[src/rtl/top_n_bin_selector_pkg.sv]
// Shared definitions for the top-N FFT bin selector: default sizes, the packed
// bin-entry layout and the squared-magnitude helper.
package top_n_bin_selector_pkg;

    localparam int NUM_HARMONICS = 5;
    localparam int FFT_SIZE      = 1024;
    localparam int BIN_IDX_W     = $clog2(FFT_SIZE);
    localparam int POWER_W       = 33;
    localparam int COEFF_W       = 32;

    typedef struct packed {
        logic [POWER_W-1:0]   power;
        logic [COEFF_W-1:0]   coeff;
        logic [BIN_IDX_W-1:0] index;
    } bin_entry_t;

    // re*re + im*im; each square is at most 2^30, so the 33-bit sum is exact.
    function automatic logic [POWER_W-1:0] bin_power(input logic [COEFF_W-1:0] coeff);
        logic signed [31:0] re;
        logic signed [31:0] im;
        logic [31:0]        re_sq;
        logic [31:0]        im_sq;
        re    = 32'($signed(coeff[31:16]));
        im    = 32'($signed(coeff[15:0]));
        re_sq = 32'(re * re);
        im_sq = 32'(im * im);
        return {1'b0, re_sq} + {1'b0, im_sq};
    endfunction

endpackage

[src/rtl/bin_power_compute.sv]
// Stage 1 of the selector: registers the squared magnitude of one accepted bin
// together with its raw coefficient, bin index and frame-end flag.
module bin_power_compute #(
    parameter int IDX_W = top_n_bin_selector_pkg::BIN_IDX_W
) (
    input  logic             clk_in,
    input  logic             rst_in,
    input  logic             valid_in,
    input  logic [31:0]      coeff_in,
    input  logic [IDX_W-1:0] index_in,
    input  logic             last_in,
    output logic             valid_out,
    output logic [32:0]      power_out,
    output logic [31:0]      coeff_out,
    output logic [IDX_W-1:0] index_out,
    output logic             last_out
);
    import top_n_bin_selector_pkg::*;

    logic             valid_q, valid_d;
    logic [32:0]      power_q, power_d;
    logic [31:0]      coeff_q, coeff_d;
    logic [IDX_W-1:0] index_q, index_d;
    logic             last_q, last_d;

    // Next-state: capture a new bin when one is presented, otherwise hold the payload.
    always_comb begin
        valid_d = valid_in;
        last_d  = valid_in & last_in;
        if (valid_in) begin
            power_d = bin_power(coeff_in);
            coeff_d = coeff_in;
            index_d = index_in;
        end else begin
            power_d = power_q;
            coeff_d = coeff_q;
            index_d = index_q;
        end
    end

    // Stage-1 register with synchronous reset.
    always_ff @(posedge clk_in) begin
        if (rst_in) begin
            valid_q <= 1'b0;
            power_q <= 33'd0;
            coeff_q <= 32'd0;
            index_q <= {IDX_W{1'b0}};
            last_q  <= 1'b0;
        end else begin
            valid_q <= valid_d;
            power_q <= power_d;
            coeff_q <= coeff_d;
            index_q <= index_d;
            last_q  <= last_d;
        end
    end

    assign valid_out = valid_q;
    assign power_out = power_q;
    assign coeff_out = coeff_q;
    assign index_out = index_q;
    assign last_out  = last_q;

endmodule

[src/rtl/top_n_bin_selector.sv]
// Streams FFT bins, keeps the NUM_HARMONICS strongest eligible bins of each frame
// in a descending sorted list and presents that list once the frame's last bin lands.
module top_n_bin_selector #(
    parameter int NUM_HARMONICS = top_n_bin_selector_pkg::NUM_HARMONICS,
    parameter int FFT_SIZE      = top_n_bin_selector_pkg::FFT_SIZE
) (
    input  logic                                           clk_in,
    input  logic                                           rst_in,
    input  logic                                           fft_valid_in,
    input  logic [31:0]                                    fft_data_in,
    input  logic                                           fft_last_in,
    input  logic [32:0]                                    power_threshold_in,
    output logic [NUM_HARMONICS-1:0][31:0]                 top_n_coeffs,
    output logic [NUM_HARMONICS-1:0][$clog2(FFT_SIZE)-1:0] top_n_indices,
    output logic                                           valid_data_out
);
    localparam int               IDX_W      = $clog2(FFT_SIZE);
    localparam logic [IDX_W-1:0] LAST_IDX   = IDX_W'(FFT_SIZE - 1);
    localparam logic [IDX_W-1:0] MIRROR_IDX = IDX_W'(FFT_SIZE / 2);

    typedef struct packed {
        logic [32:0]      power;
        logic [31:0]      coeff;
        logic [IDX_W-1:0] index;
    } slot_t;

    // Acceptance stage: input beat plus its assigned bin index.
    logic             acc_valid_q, acc_valid_d;
    logic [31:0]      acc_data_q, acc_data_d;
    logic [IDX_W-1:0] acc_index_q, acc_index_d;
    logic             acc_last_q, acc_last_d;
    logic [IDX_W-1:0] bin_cnt_q, bin_cnt_d;

    // Stage 1 outputs.
    logic             s1_valid_s;
    logic [32:0]      s1_power_s;
    logic [31:0]      s1_coeff_s;
    logic [IDX_W-1:0] s1_index_s;
    logic             s1_last_s;

    // Stage 2: working list and presentation registers.
    slot_t                                work_q [NUM_HARMONICS];
    slot_t                                work_d [NUM_HARMONICS];
    slot_t                                base_s [NUM_HARMONICS];
    slot_t                                above_s [NUM_HARMONICS];
    slot_t                                cand_s;
    logic [NUM_HARMONICS-1:0]             beats_s;
    logic [NUM_HARMONICS-1:0]             prev_beats_s;
    logic                                 insert_s;
    logic                                 copy_pend_q, copy_pend_d;
    logic                                 valid_out_q, valid_out_d;
    logic [NUM_HARMONICS-1:0][31:0]       out_coeffs_q, out_coeffs_d;
    logic [NUM_HARMONICS-1:0][IDX_W-1:0]  out_indices_q, out_indices_d;

    // Acceptance: the bin counter restarts after a last beat and wraps at FFT_SIZE-1.
    always_comb begin
        acc_valid_d = fft_valid_in;
        acc_last_d  = fft_valid_in & fft_last_in;
        if (fft_valid_in) begin
            acc_data_d  = fft_data_in;
            acc_index_d = bin_cnt_q;
            if (fft_last_in || (bin_cnt_q == LAST_IDX)) begin
                bin_cnt_d = {IDX_W{1'b0}};
            end else begin
                bin_cnt_d = bin_cnt_q + IDX_W'(1);
            end
        end else begin
            acc_data_d  = acc_data_q;
            acc_index_d = acc_index_q;
            bin_cnt_d   = bin_cnt_q;
        end
    end

    bin_power_compute #(
        .IDX_W(IDX_W)
    ) u_power (
        .clk_in   (clk_in),
        .rst_in   (rst_in),
        .valid_in (acc_valid_q),
        .coeff_in (acc_data_q),
        .index_in (acc_index_q),
        .last_in  (acc_last_q),
        .valid_out(s1_valid_s),
        .power_out(s1_power_s),
        .coeff_out(s1_coeff_s),
        .index_out(s1_index_s),
        .last_out (s1_last_s)
    );

    // Candidate qualification: DC and mirror bins never enter the list.
    always_comb begin
        cand_s.power = s1_power_s;
        cand_s.coeff = s1_coeff_s;
        cand_s.index = s1_index_s;
        insert_s = s1_valid_s
                 && (s1_index_s != {IDX_W{1'b0}})
                 && (s1_index_s < MIRROR_IDX)
                 && (s1_power_s > power_threshold_in);
    end

    // Parallel compare-and-shift. The list is built on an empty base when the
    // previous frame is being copied out this cycle, so both frames stay intact.
    // beats_s is monotonic over a sorted base, so a slot whose upper neighbour was
    // beaten takes that neighbour; the first beaten slot takes the candidate.
    always_comb begin
        for (int i = 0; i < NUM_HARMONICS; i++) begin
            if (copy_pend_q) begin
                base_s[i] = '0;
            end else begin
                base_s[i] = work_q[i];
            end
            beats_s[i] = insert_s && (cand_s.power > base_s[i].power);
        end
        prev_beats_s[0] = 1'b0;
        above_s[0]      = cand_s;
        for (int i = 1; i < NUM_HARMONICS; i++) begin
            prev_beats_s[i] = beats_s[i-1];
            above_s[i]      = base_s[i-1];
        end
        for (int i = 0; i < NUM_HARMONICS; i++) begin
            if (prev_beats_s[i]) begin
                work_d[i] = above_s[i];
            end else if (beats_s[i]) begin
                work_d[i] = cand_s;
            end else begin
                work_d[i] = base_s[i];
            end
        end
    end

    // Result presentation: copy the finished list one cycle after its last insertion.
    always_comb begin
        copy_pend_d = s1_valid_s & s1_last_s;
        valid_out_d = copy_pend_q;
        if (copy_pend_q) begin
            for (int i = 0; i < NUM_HARMONICS; i++) begin
                out_coeffs_d[i]  = work_q[i].coeff;
                out_indices_d[i] = work_q[i].index;
            end
        end else begin
            out_coeffs_d  = out_coeffs_q;
            out_indices_d = out_indices_q;
        end
    end

    // State registers with synchronous reset; a reset drops any frame in flight.
    always_ff @(posedge clk_in) begin
        if (rst_in) begin
            acc_valid_q   <= 1'b0;
            acc_data_q    <= 32'd0;
            acc_index_q   <= {IDX_W{1'b0}};
            acc_last_q    <= 1'b0;
            bin_cnt_q     <= {IDX_W{1'b0}};
            copy_pend_q   <= 1'b0;
            valid_out_q   <= 1'b0;
            out_coeffs_q  <= '0;
            out_indices_q <= '0;
            for (int i = 0; i < NUM_HARMONICS; i++) begin
                work_q[i] <= '0;
            end
        end else begin
            acc_valid_q   <= acc_valid_d;
            acc_data_q    <= acc_data_d;
            acc_index_q   <= acc_index_d;
            acc_last_q    <= acc_last_d;
            bin_cnt_q     <= bin_cnt_d;
            copy_pend_q   <= copy_pend_d;
            valid_out_q   <= valid_out_d;
            out_coeffs_q  <= out_coeffs_d;
            out_indices_q <= out_indices_d;
            for (int i = 0; i < NUM_HARMONICS; i++) begin
                work_q[i] <= work_d[i];
            end
        end
    end

    assign top_n_coeffs   = out_coeffs_q;
    assign top_n_indices  = out_indices_q;
    assign valid_data_out = valid_out_q;

endmodule

[config.mk]
export PLATFORM = sky130hd
export DESIGN_NAME = top_n_bin_selector
export DESIGN_NICKNAME = d
export VERILOG_FILES = /design/src/rtl/top_n_bin_selector_pkg.sv /design/src/rtl/bin_power_compute.sv /design/src/rtl/top_n_bin_selector.sv
export SDC_FILE = /design/constraint.sdc
export NUM_CORES = 2
export LEC_CHECK = 0
export BUFFER_PORTS_ARGS = -buffer_cell sky130_fd_sc_hd__buf_2
export CORE_MARGIN = 3
export CORE_UTILIZATION = 50
export CTS_CLUSTER_SIZE = 14
export DETAILED_ROUTE_END_ITERATION = 8
export GPL_ROUTABILITY_DRIVEN = 0
export MAX_ROUTING_LAYER = met4
export PLACE_DENSITY = 0.72
export SLEW_MARGIN = 20
export SYNTH_ARGS = -nofsm -noshare
export SYNTH_HDL_FRONTEND = slang
export SYNTH_SLANG_ARGS = --single-unit
[constraint.sdc]
create_clock -name clk_in -period 8.2 [get_ports clk_in]
set_clock_uncertainty 0.05 [all_clocks]
set_input_delay 1.23 -clock clk_in [delete_from_list [all_inputs] [get_ports clk_in]]
set_output_delay 1.23 -clock clk_in [all_outputs]
set_load 0.005 [all_outputs]
* After elaboration in Yosys (flattened, before gate mapping) *
Memory sizes are Yosys's and may differ from the RTL's.
Cells that the tools add are included.

word-level totals
  logic and storage cells = 76
  memories = 1
  output and inout bits = 211
  bits in registers = 343
  bits of input ports = 69
  bits in writable memories = 375

operators by class
  bitwise logic cells = 8
  mux-type cells = 23
  equality and inequality tests = 1
  reductions and logical operators = 10
  $lt $le $gt $ge = 7
  multiply operators = 2
  add/subtract/negate cells = 2

memory list
  memory  words  width  rd ports  clocked after memory_dff  wr ports  RTL line                  RTL
  work_q  5      75     5         0                         5         top_n_bin_selector.sv:42  slot_t work_q [NUM_HARMONICS];

operator list
  operator                 number
  $mux W75                 19
  $gt A33 B33 Y1           6
  $mul A16 B16 Y32         2
  $add A32 B32 Y33         1
  $add A10 B1 Y10 const B  1
  $eq A10 B10 Y1 const B   1
  $lt A10 B10 Y1 const B   1
  $mux W10                 1
  $reduce_bool A10 Y1      1
  $logic_and A1 B1 Y1      8
  $or A1 B1 Y1             5
  $and A1 B1 Y1            3
  $mux W1                  3
  $logic_or A1 B1 Y1       1

* Depth between registers and ports, before layout *
  depth in word-level cells = 8
  gate-level depth with buffers = 32
  gate-level depth less buffers = 31

* Hierarchy *
From an unflattened synthesis, not the netlist that was laid out.

unflattened totals
  cell total of the unflattened synthesis = 6217
  area total of the unflattened synthesis = 53806.6 µm²

by module, submodules not included
  module              cells an instance  sequential area each (µm²)  instances  area each (µm²)
  top_n_bin_selector  3760               12832.3                     1          31620.3
  bin_power_compute   2457               1541.5                      1          22186.3

* Worst setup path before layout *
Ideal clock, no wire load.

  kind = reg2reg
  start point = register acc_data_q[9]
  end point = register u_power.power_q[31] (netlist: u_power.power_out[31])
  buffers on the path = 2
  data required time = 8.018 ns
  setup time = 0.132 ns
  path slack = 0.399 ns
  arrival = 7.618 ns
  clock period less this slack = 7.801 ns
  cell stages (with the launch flop) = 29
  cell sequence = dfxtp_1 > clkbuf_1 > clkbuf_1 > nand2_1 > fa_1 > fa_1 > fa_1 > inv_1 > fa_1 > fa_1 > inv_1 > fa_1 > inv_1 > ha_1 > and3_1 > a221o_1 > nor2_1 > a31oi_1 > o41ai_1 > xnor2_1 > ha_1 > and3_1 > and2_1 > and2_1 > or2_2 > o41a_1 > o211ai_1 > and4b_1 > nor4_1

between the ends
  word-level cells in the longest chain between the ends = 2

RTL lines
  what                    RTL line                      RTL
  start, declared         top_n_bin_selector.sv:29      logic [31:0] acc_data_q, acc_data_d;
  start signal, assigned  top_n_bin_selector.sv:163     acc_data_q <= acc_data_d;
  $mul A16 B16 Y32        top_n_bin_selector_pkg.sv:26  im_sq = 32'(im * im);
  $add A32 B32 Y33        top_n_bin_selector_pkg.sv:27  return {1'b0, re_sq} + {1'b0, im_sq};
  end signal, assigned    bin_power_compute.sv:51       power_q <= power_d;
  end, declared           bin_power_compute.sv:21       logic [32:0] power_q, power_d;

No other way between the ends.
A chain may end at the register's enable or synchronous reset.

* Worst setup path after layout *
  start point = register acc_data_q[6]
  end point = register u_power.power_q[31] (netlist: u_power.power_out[31])

Same word-level chain as after synthesis.

==> flow_summary_export.csv <==
group,metric,value,unit
pwr,p_per_area,201,nW/um^2
floorplan,rows,120,
clocking,clk_latency,680,ps
sta,post-route-min-period,7940,ps
detailed_routing,drc,0,
clocking,cts-hold-fix-buffers,0,
worst_setup_path,cp.required,8610,ps
sta,finalHoldViolCount,0,
floorplan,core_area,107000,sq um
finish,area_growth,9.95,%
synthesis,synth.most_common_cell,"inv_1",
clocking,cts_root_buffer,"clkbuf_16",
synthesis,yosysWarnings,0,
sta,max_slew_margin,24.5,%
worst_setup_path,startpoint_type,"flop",
floorplan,dieWidth,336,um
synthesis,netlist_instances,6256,
detailed_routing,ant_nets,0,
worst_setup_path,endpoint_kind,"flop",
sta,worst_pin_slew,1130,ps
detailed_routing,wl_met1,67.0,mm
worst_setup_path,critPathLaunch,"acc_data_q[6]$_SDFFE_PP0P_",
clocking,htreeDepth,3,
detailed_routing,vias_per_cell,5.67,
placement,hpwl,112,mm
worst_setup_path,cp_data_arrival_time,8360,ps
floorplan,initial_core_util,50.6,%
outcome,status,"finished clean",
worst_setup_path,slowest_stage,"fa_1",
detailed_routing,drtIter0Drc,3909,
grt,grt_max_degree,203,
sta,period_share,96.9,%
finish,fillCellCount,9534,
grt,antenna_found_initial,3,
clocking,clk_path_buf_depth,3,
detailed_routing,first_pass_iters,6,
detailed_routing,wl,153,mm
worst_setup_path,max_stage_delay,610,ps
finish,drive_gt1_share,10.5,%
synthesis,synth_area_leaders,"dfxtp_1, fa_1, ha_1",
synthesis,yosys.area.top_type,"dfxtp_1",
worst_setup_path,worst_r2r_endpoint,"u_power.power_out[31]$_SDFFE_PP0P_",
job,cap_viol_max_count,0,
grt,grt_pass1_vias,43000,
floorplan,io_pins,280,
detailed_routing,vias,44300,
sta,setup_viol,0,
synthesis,ys_ff_latch,718,
worst_setup_path,critical_path_class,"reg -> reg",
finish,post-route-util,55.6,%
grt,grt-ovfl-total,0,
detailed_routing,top_layer_used,"met4",
clocking,cts.sinks,718,
worst_setup_path,path_common_cell,"fa_1",
clocking,numCtsBuffers,81,
floorplan,die_y,336,um
clocking,cts_tree,"yes",
floorplan,die-area,113000,sq um
min_path,hp-class,"reg -> reg",
sta,max_freq,126,MHz
sta,slew_violations,0,
synthesis,synth.distinct_cells,76,
min_path,hold-path-endpoint,"copy_pend_q$_SDFF_PP0_",
detailed_routing,wl_met2,70.0,mm
synthesis,synth.avg_cell_area,8.68,sq um
worst_setup_path,reg2reg_from,"acc_data_q[6]$_SDFFE_PP0P_",
synthesis,synth_ff_type,"dfxtp_1",
worst_setup_path,r2r_cells,28,
synthesis,async_flop_share,0,%
grt,grt_usage,27.6,%
finish,fin_nets,7287,
synthesis,ys_top_cells_by_count,"inv_1, dfxtp_1, nand2_1",
pwr,vdd_drop_max,0.182,mV
detailed_routing,met3WireLength,9.60,mm
min_path,hold_start,"u_power.last_out$_SDFF_PP0_",
synthesis,yosysSeqAreaShare,26.5,%
clocking,clkTransAtPathRegs,60,ps
synthesis,syn_area,54300,sq um
worst_setup_path,path_max_fanout,9,
synthesis,synth-edff-count,0,
synthesis,syn_nets,7205,
synthesis,yosysTopAreaCellShare,26.5,%
finish,instances_no_fill,7806,
pwr,p_leak,26.4,nW
placement,port-buffer-count,279,
detailed_routing,avgRoutedWirePerCell,19.6,um
min_path,hold_depth,2,
worst_setup_path,rrSetupSlack,260,ps
grt,grt_pass1_wl,241,mm
placement,dp_cells,7654,
-- where the power goes --
| group | internal (mW) | switching, mW | leakage (nW) |
|---|---|---|---|
| clock network | 2.23 | 1.59 | 1.33 |
| registers | 3.55 | 0.203 | 5.80 |
| logic | 1.75 | 2.66 | 19.3 |
| total | 7.53 | 4.45 | 26.4 |
-- sequential cells by signal, summed over array words and instances, names as in the netlist --
signal / count
acc_data_q: 32
acc_index_q: 10
acc_last_q: 1
acc_valid_q: 1
bin_cnt_q: 10
copy_pend_q: 1
top_n_coeffs: 160
top_n_indices: 50
u_power.coeff_out: 32
u_power.index_out: 10
u_power.last_out: 1
u_power.power_out: 33
u_power.valid_out: 1
valid_data_out: 1
work_q: 375
-- cell usage in the layout, fill, tap and decap left out, types with 92 or more instances in the layout --
master,instances
nand3_1,295
nor2b_1,192
a21oi_1,203
inv_1,868
a311oi_1,94
ha_1,398
buf_4,92
fa_1,475
dfxtp_1,696
mux2i_1,312
nor2_1,581
nand2_1,617
buf_2,277
nand4_1,120
-- routing by layer --
layer / global-route usage (%) / vias up
met3: 3.58 / 293
met1: 37.0 / 21800
met4: 10.3 / 0
li1: - / 20800
met5: - / -
met2: 42.6 / 1365
-- layout make-up --
cell class                      count  area (sq um)  area share [%]
Antenna cell                        1          2.50         0.00419
Clock buffer                      112          2290            3.84
Clock inverter                     35           495           0.830
Inverter                          869          3260            5.46
Multi-Input combinational cell   4286         35200            58.9
Sequential cell                   718         14400            24.2
Tap cell                         1403          1760            2.94
Timing Repair Buffer              382          2300            3.85
-- kinds of logic (layout without fill, tap and decap cells) --
| kind of cell | count (synthesis) | count (layout) | share of synthesized area, % |
|---|---|---|---|
| and+or+nand+nor | 2235 | 2235 | 20.3 |
| buffers and inverters | 1252 | 1398 | 9.12 |
| muxes | 346 | 346 | 6.46 |
| other | 0 | 1 | 0 |
| adders and majority gates | 880 | 880 | 26.9 |
| xor gates and xnor gates | 94 | 94 | 1.52 |
| DFF | 718 | 718 | 26.5 |
| AOI/OAI and AO/OA | 731 | 731 | 9.25 |
-- worst max-delay path by stage --
stage	end	cells past startpoint
floorplan	u_power.power_out[31]$_SDFFE_PP0P_	28
global placement	u_power.power_out[31]$_SDFFE_PP0P_	31
detailed placement	u_power.power_out[31]$_SDFFE_PP0P_	31
CTS	u_power.power_out[31]$_SDFFE_PP0P_	31
global route	u_power.power_out[31]$_SDFFE_PP0P_	29
finish	u_power.power_out[31]$_SDFFE_PP0P_	28
-- per-stage QoR --
stage	power, mW	setup TNS (ps)	area [sq um]	setup WS [ps]	hold slack, ps
floorplan	6.75	0	54300	399	352
global placement	7.95	0	56700	240	348
detailed placement	8.06	0	56700	110	351
CTS	11.9	0	59500	47.7	338
global route	12.6	-56.3	59700	-29.7	394
finish	12.0	0	59700	255	348
-- worst max-delay path, delay by kind of cell, from the launching register on --
family          cells  cell delay [ps]
xor+xnor            1              210
fa+ha+maj           8             3710
compound gates      7             1670
buf+inv             5              540
flops               1              380
simple gates        7             1180
-- timing repair --
item / 4_1_cts / 5_1_grt
buffers inserted: 0 / 4
endpoints found under the hold margin: 0 / 0
endpoints found under the setup margin: 0 / 7
gates resized for setup: 0 / 51
No activity file was read; power rests on OpenSTA's default activity.
